### src/rtl/instruction_fetch_unit.sv
`default_nettype none
// ============================================================================
// Module   : instruction_fetch_unit
// Purpose  : PC owner; fetches 16-bit big-endian instructions as byte pairs
//            into a small prefetch FIFO, with branch redirect and flush.
// Revision : 1.0  initial release
// ============================================================================
module instruction_fetch_unit #(
  parameter logic [15:0] RESET_PC = 16'd10,
  parameter int          DEPTH    = 2
) (
  input  logic        Clock,
  input  logic        Reset_n,
  output logic        mem_req,
  output logic [15:0] mem_addr,
  input  logic        mem_ack,
  input  logic [7:0]  mem_rdata,
  output logic [15:0] instr,
  output logic [15:0] instr_pc,
  output logic        instr_valid,
  input  logic        instr_ready,
  input  logic        redirect,
  input  logic [15:0] redirect_pc
);

  localparam int AW = (DEPTH > 1) ? $clog2(DEPTH) : 1;
  localparam logic [AW:0] C_DEPTH = (AW+1)'(DEPTH);

  localparam logic [1:0] ST_HI    = 2'd0;
  localparam logic [1:0] ST_LO    = 2'd1;
  localparam logic [1:0] ST_DRAIN = 2'd2;

  logic [1:0]    r_state;
  logic [15:0]   r_fetch_pc;
  logic [7:0]    r_hi_byte;
  logic          r_mem_req;
  logic [15:0]   r_mem_addr;
  logic [AW:0]   r_count;
  logic [AW-1:0] r_rd_ptr;
  logic [AW-1:0] r_wr_ptr;
  logic [15:0]   r_pc_mem  [DEPTH];
  logic [15:0]   r_ins_mem [DEPTH];

  logic          w_xfer;
  logic          w_push;
  logic          w_pop;
  logic [AW:0]   w_count_after;
  logic [15:0]   w_target;
  logic [15:0]   w_pc_inc;

  assign w_xfer        = r_mem_req & mem_ack;
  assign w_push        = ~redirect & (r_state == ST_LO) & w_xfer;
  assign w_pop         = instr_valid & instr_ready;
  assign w_count_after = r_count + (AW+1)'(w_push) - (AW+1)'(w_pop);
  assign w_target      = redirect_pc & 16'hFFFE;
  assign w_pc_inc      = r_fetch_pc + 16'd2;

  assign mem_req     = r_mem_req;
  assign mem_addr    = r_mem_addr;
  assign instr_valid = (r_count != '0);
  assign instr       = r_ins_mem[r_rd_ptr];
  assign instr_pc    = r_pc_mem[r_rd_ptr];

  // Fetch sequencer. A redirect with nothing left in flight issues the target
  // request immediately so the first target instruction lands 3 cycles later.
  always_ff @(posedge Clock or negedge Reset_n) begin
    if (!Reset_n) begin
      r_state    <= ST_HI;
      r_fetch_pc <= RESET_PC;
      r_hi_byte  <= 8'h00;
      r_mem_req  <= 1'b0;
      r_mem_addr <= 16'h0000;
    end else if (redirect) begin
      r_fetch_pc <= w_target;
      if (r_mem_req && !mem_ack) begin
        r_state <= ST_DRAIN;
      end else begin
        r_state    <= ST_HI;
        r_mem_req  <= 1'b1;
        r_mem_addr <= w_target;
      end
    end else begin
      case (r_state)
        ST_HI: begin
          if (!r_mem_req) begin
            if (r_count < C_DEPTH) begin
              r_mem_req  <= 1'b1;
              r_mem_addr <= r_fetch_pc;
            end
          end else if (mem_ack) begin
            r_hi_byte  <= mem_rdata;
            r_state    <= ST_LO;
            r_mem_addr <= r_fetch_pc | 16'h0001;
          end
        end
        ST_LO: begin
          if (w_xfer) begin
            r_fetch_pc <= w_pc_inc;
            r_state    <= ST_HI;
            r_mem_addr <= w_pc_inc;
            r_mem_req  <= (w_count_after < C_DEPTH);
          end
        end
        ST_DRAIN: begin
          if (w_xfer) begin
            r_state   <= ST_HI;
            r_mem_req <= 1'b0;
          end
        end
        default: begin
          r_state   <= ST_HI;
          r_mem_req <= 1'b0;
        end
      endcase
    end
  end

  // Prefetch FIFO with register-based first-word-fall-through head.
  always_ff @(posedge Clock or negedge Reset_n) begin
    if (!Reset_n) begin
      r_count  <= '0;
      r_rd_ptr <= '0;
      r_wr_ptr <= '0;
      for (int i = 0; i < DEPTH; i++) begin
        r_pc_mem[i]  <= 16'h0000;
        r_ins_mem[i] <= 16'h0000;
      end
    end else if (redirect) begin
      r_count  <= '0;
      r_rd_ptr <= '0;
      r_wr_ptr <= '0;
    end else begin
      if (w_push) begin
        r_pc_mem[r_wr_ptr]  <= r_fetch_pc;
        r_ins_mem[r_wr_ptr] <= {r_hi_byte, mem_rdata};
        r_wr_ptr            <= r_wr_ptr + 1'b1;
      end
      if (w_pop) begin
        r_rd_ptr <= r_rd_ptr + 1'b1;
      end
      r_count <= w_count_after;
    end
  end

endmodule
`default_nettype wire

### config.mk
export PLATFORM = sky130hd
export DESIGN_NAME = instruction_fetch_unit
export DESIGN_NICKNAME = d
export VERILOG_FILES = /design/src/rtl/instruction_fetch_unit.sv
export SDC_FILE = /design/constraint.sdc
export NUM_CORES = 1
export LEC_CHECK = 0
export BUFFER_PORTS_ARGS = -buffer_cell sky130_fd_sc_hd__buf_2
export CORE_MARGIN = 2
export CORE_UTILIZATION = 57
export DETAILED_ROUTE_END_ITERATION = 8
export PLACE_DENSITY = 0.8
export SYNTH_ARGS = -nofsm -noshare
export SYNTH_HDL_FRONTEND = slang
export SYNTH_SLANG_ARGS = --single-unit
### constraint.sdc
create_clock -name Clock -period 3.22 [get_ports Clock]
set_input_delay 0 -clock Clock [delete_from_list [all_inputs] [get_ports Clock]]
set_output_delay 0 -clock Clock [all_outputs]
set_load 0.05 [all_outputs]
* After elaboration in Yosys (flattened, before gate mapping) *
Cells that the tools add are included.

cells by class
  $add $sub $neg = 5
  order comparisons = 5
  eq/ne operators = 10
  multiplexer cells = 37
  bitwise logic cells = 7
  reductions and logical operators = 17

operators with widths
  kind                                                count
  2-to-1 mux 16 bit                                   15
  bitwise mux 32 bit                                  2
  case mux 16 bit (2 select lines)                    1
  adder 16 x 2 -> 16 bit (second input constant)      1
  demux 16 bit (select 1 bit)                         1
  2-to-1 mux 2 bit                                    6
  != test 3 bit (second input constant)               4
  2-to-1 mux 1 bit                                    10
  nonzero test 2 bit                                  5
  != test 4 bit (second input constant)               2
  AND reduction 3 bit                                 2
  AND reduction 5 bit                                 1
  AND 1 bit                                           4
  >= comparator 2 bit (second input constant)         2
  less-than comparator 2 bit (second input constant)  2
  inverter 1 -> 2 bit                                 2
  case mux 2 bit (2 select lines)                     1
  AND reduction 2 bit                                 2
  AND reduction 4 bit                                 1
  != test 3 x 1 -> 1 bit (second input constant)      1
  case mux 1 bit (3 select lines)                     1
  nonzero test 3 bit                                  1
  adder 1 bit (second input constant)                 2
  adder 2 x 1 -> 2 bit                                1
  10 further kinds                                    11

storage, ports and cells
  register bits = 111
  bits of input ports = 29
  output and inout bits = 50
  word-level logic and storage cells = 93

* Depth between registers and ports, before layout *
  word-level depth = 9
  gate-level depth with buffers = 14
  depth with buffers taken out = 13

* Worst setup path after synthesis *
No wires, ideal clock.

  kind = register to register
  start point = register r_count[1]
  end point = register r_mem_req (netlist: mem_req)
  library setup time = 0.126 ns
  data arrival time = 2.319 ns
  required time = 3.094 ns
  setup slack = 0.774 ns
  cell stages (with the launch flop) = 11
  buffers on the path = 0
  period minus slack after synthesis = 2.446 ns
  path through = dfrtp_1 -> or2_2 -> and2_1 -> ha_1 -> inv_1 -> ha_1 -> xor2_1 -> and2_1 -> nor3_1 -> nor2_1 -> o32a_1

on the way
  cells in the longest elaborated chain, start to end = 7
  elaborated cells between the ends (all ways) = 11
  those cells by class = add/sub: 2; order compare: 2; mux: 5; bitwise: 1; reduce/logical: 1

ends and longest elaborated chain
  item                             RTL line  text
  start, declared                  38        logic [AW:0] r_count;
  start signal, assigned           141       r_count <= w_count_after;
  nonzero test 2 bit               60        assign instr_valid = (r_count != '0);
  via instr_valid                  20        output logic instr_valid,
  AND 1 bit                        53        assign w_pop = instr_valid & instr_ready;
  subtractor 2 x 1 -> 2 bit        54        assign w_count_after = r_count + (AW+1)'(w_push) - (AW+1)'(w_pop);
  less-than comparator 2 bit       101       r_mem_req <= (w_count_after < C_DEPTH);
  2-to-1 mux 1 bit                 97        if (w_xfer) begin
  case mux 1 bit (3 select lines)  83        case (r_state)
  2-to-1 mux 1 bit                 73        end else if (redirect) begin
  end signal, assigned             101
  end, declared                    36        logic r_mem_req;

The timed path passes the listed nets, and every way through them passes these cells. The select of a mux whose other input is x is not followed.
A chain may end at the register's enable or synchronous reset.

* Worst setup path after layout *
  start point = register r_state[1]
  end point = register r_mem_req (netlist: mem_req)

on the way
  cells in the longest elaborated chain, start to end = 9
  elaborated cells between the ends (all ways) = 14
  those cells by class = add/sub: 2; order compare: 1; eq/ne: 4; mux: 3; bitwise: 2; reduce/logical: 2

ends and longest elaborated chain
  item                             RTL line  text
  start, declared                  33        logic [1:0] r_state;
  start signal, assigned           68        r_state <= ST_HI;
  start signal, assigned           76        r_state <= ST_DRAIN;
  start signal, assigned           78        r_state <= ST_HI;
  equality test 2 x 1 -> 1 bit     52, 83
  AND 1 bit (2 in a row)           52        assign w_push = ~redirect & (r_state == ST_LO) & w_xfer;
  adder 2 x 1 -> 2 bit             54
  subtractor 2 x 1 -> 2 bit        54
  less-than comparator 2 bit       101
  2-to-1 mux 1 bit                 97
  case mux 1 bit (3 select lines)  83
  2-to-1 mux 1 bit                 73

Several ways; a longest one is shown, not always the timed one. The select of a mux whose other input is x is not followed.

==> flow_summary.toml <==
[final_layout]
fillers = 727
final_area_um2 = 6146
post-route-util_pct = 66.83
nets = 559
final-seq-area_um2 = 2705
final_layout_size_suffix_gt1_share_pct = 42.91
multi_input_comb_area_um2 = 2431
area_growth_pct = 14.45
diodes = 0

[timing]
min_period_ns = 2.658
hold_viol_final = 0
max_slew_margin_pct = 27.86
finalCritPeriodShare_pct = 82.56
fmax_mhz = 376.2
worst_pin_slew_ns = 1.082
drv_slew = 0
whs_ns = 0.01129
fin_setup_tns_ns = 0
setup_viol = 0
final.setup_skew_ns = 0.01425
grt_setup_unrepaired = "no"

[yosys]
synth-main-ff-cell = "dfrtp_1"
synth_cells = 441
netlist_top_cells_area = "dfrtp_1 49%, mux2_2 22%, xnor2_1 2.8%, buf_4 2.0%, nand2_1 2.0%"
yosysMostFrequentCell = "mux2_2"
synth_top_area_cell = "dfrtp_1"
yosys-top-cells-count = "107 x mux2_2, 106 x dfrtp_1, 28 x nand2_1"
synth_area_um2 = 5370
synth-seq-cells = 108
synth_edf_count = 0
syn_nets = 476
ys_types = 60
avgSynthCellArea_um2 = 12.18
yosysSeqAreaShare_pct = 50.37
yosys_warnings = 0
async_flop_share_pct = 100.0
synthDominantCellAreaShare_pct = 49.39

[placed_design]
dp_hpwl_um = 7168
port_buffers = 76
dpl_cell_area_um2 = 5733
gp_congestion = 0.8366

[drt]
wl_per_cell_um = 17.08
num_vias = 3650
first_pass_iters = 4
viasPerCell = 5.703
drtIter0Drc = 220
drc = 0
routed_wl_um = 10930
antenna_left = 0

[worst_setup_path]
cp-endpoint = "mem_req"
worstReg2RegStart = "r_state[1]"
path_depth = 13
critPathLaunchType = "flop"
crit_top_cell = "ha_1"
critPathBufInv = 3
worstSetupPathType = "flop to flop"
cp_max_fo = 7
cp-end-kind = "flop"
cp_data_arrival_time_ns = 2.93
worstPathCellList = "inv_1 > ha_1 > inv_2 > nor2_4 > nand3_2 > ha_1 > inv_1 > ha_1 > xor2_1 > and2_1 > nor3_1 > nor2_1 > o32a_1"
worstSetupStartpoint = "r_state[1]"
rr_endpoint = "mem_req"
ff2ff_setup_slack_ns = 0.56
critPathSlowestCell = "dfrtp_1"
critPathMaxStageDelay_ns = 0.42
r2r_cells = 13
path_delay_family = "simple AND/OR/NAND/NOR gates"
cp_data_required_time_ns = 3.49

[floorplan]
die_w_um = 101.1
rows = 35
coreArea_um2 = 9196
io_pins = 79
die_area_um2 = 10210
die_h_um = 101.1
start_util_pct = 58.39

[clock_tree]
clk_latency_ns = 0.37
postCtsSetupRepairBufs = 0
cts_sinks = 108
max-clock-path-buffers = 2
htreeDepth = 3
cts_tree = "yes"
clk_pin_slew_worst_paths_ns = 0.11
clk_root_buffer_cell = "clkbuf_8"
cts-buffers-inserted = 9

[flow_run]
maxCapViolCount = 0

[grt]
grt.total_usage_pct = 22.56
grt_pass1_vias = 3640
grt_max_degree = 87
antenna_found_initial = 0
gr-total-overflow = 0
grt_first_pass_wirelength_um = 17820

[worst_hold_path]
min_path_type = "input port to flop"

[power_and_ir_drop]
peakVddDrop_uv = 465.6
fin_total_pwr_w = 0.005647
p_leak_nw = 2.906
power_density_nw_per_um2 = 918.8

[run_status]
outcome = "finished clean"
[registers in the layout, summed over array words and instances, names as in the netlist]
signal	count
mem_addr	16
mem_req	1
r_count	2
r_fetch_pc	15
r_hi_byte	8
r_ins_mem	32
r_pc_mem	30
r_rd_ptr	1
r_state	2
r_wr_ptr	1
[logic make-up (layout without fill, tap and decap cells)]
kind of cell,count (synthesis),in the layout,share of synthesized area [%]
fa+ha+maj,6,6,1.398
mux,107,107,22.44
buf+inv,40,128,4.357
xor+xnor,29,29,4.730
flops,108,108,50.37
compound gates,54,54,6.664
simple gates,96,96,9.972
other cells,1,1,0.06983
[power by group]
group,switching [W],internal (W),total (W)
logic,0.00190,0.000899,0.00280
clock network,0.000487,0.000295,0.000782
registers,0.000275,0.00179,0.00206
[worst reg2reg max path: cells and delay by family (launching register included)]
kind | cells | cell delay, ns
and+or+nand+nor | 5 | 0.78
adders and majority gates | 3 | 0.67
DFF | 1 | 0.42
AOI/OAI and AO/OA | 1 | 0.30
buffers and inverters | 3 | 0.23
xor gates and xnor gates | 1 | 0.16
[layout make-up]
| type | instances | area share [%] |
|---|---|---|
| Timing Repair Buffer | 106 | 10.83 |
| Clock buffer | 9 | 2.015 |
| Multi-Input combinational cell | 293 | 39.56 |
| Sequential cell | 108 | 44.01 |
| Tap cell | 111 | 2.260 |
| Inverter | 6 | 0.3664 |
| Clock inverter | 7 | 0.9568 |
[per-stage QoR]
stage	instances	setup WS, ns
2_1_floorplan	441	0.7745
3_3_place_gp	601	0.7028
3_5_place_dp	601	0.5996
4_1_cts	640	0.5995
5_1_grt	640	0.3650
6_report	640	0.5616
[placed cells by master (no fill, tap or decap), drive strengths merged, types with 2 or more instances in the layout]
cell type      n
a211oi         2
dfrtp        106
and2           3
nand3          8
inv            8
ha             6
nand2         29
dlygate4sd3   23
a31oi          2
nor2          27
and3           6
nand4          9
xor2          12
or2            2
nor2b          2
xnor2         17
nor3           6
clkinv         5
mux2         107
buf           83
clkbuf         9
o22a           2
o22ai          3
a222oi         2
a21boi         3
dfstp          2
o21ai         20
nor4           3
a221oi         4
o31ai          2
a21oi          8
[how the worst min path moves through the flow]
| stage | from | end | slack (ns) | cells past startpoint |
|---|---|---|---|---|
| 4_1_cts | mem_ack | mem_addr[11] | 0.02 | 3 |
| 6_report | instr_ready | r_rd_ptr | 0.01 | 4 |
| 3_3_place_gp | redirect_pc[13] | r_fetch_pc[13] | 0.24 | 3 |
| 5_1_grt | mem_ack | mem_addr[11] | 0.03 | 3 |
| 3_5_place_dp | redirect_pc[12] | r_fetch_pc[12] | 0.24 | 3 |
| 2_1_floorplan | Reset_n | mem_addr[0] | -0.30 | 0 |
[timing repair]
item,4_1_cts,5_1_grt
gates resized for setup,0,0
endpoints found under the hold margin,134,0
hold buffers,23,0
[routing by layer]
layer	GRT usage (%)	share of wire [%]	up-vias
met3	4.854	4.4	20
li1	-	-	1711
met2	35.86	49	101
met1	30.22	45	1818
met4	9.252	2.2	0
met5	0	0	-
(Power assumes the default switching activity.)
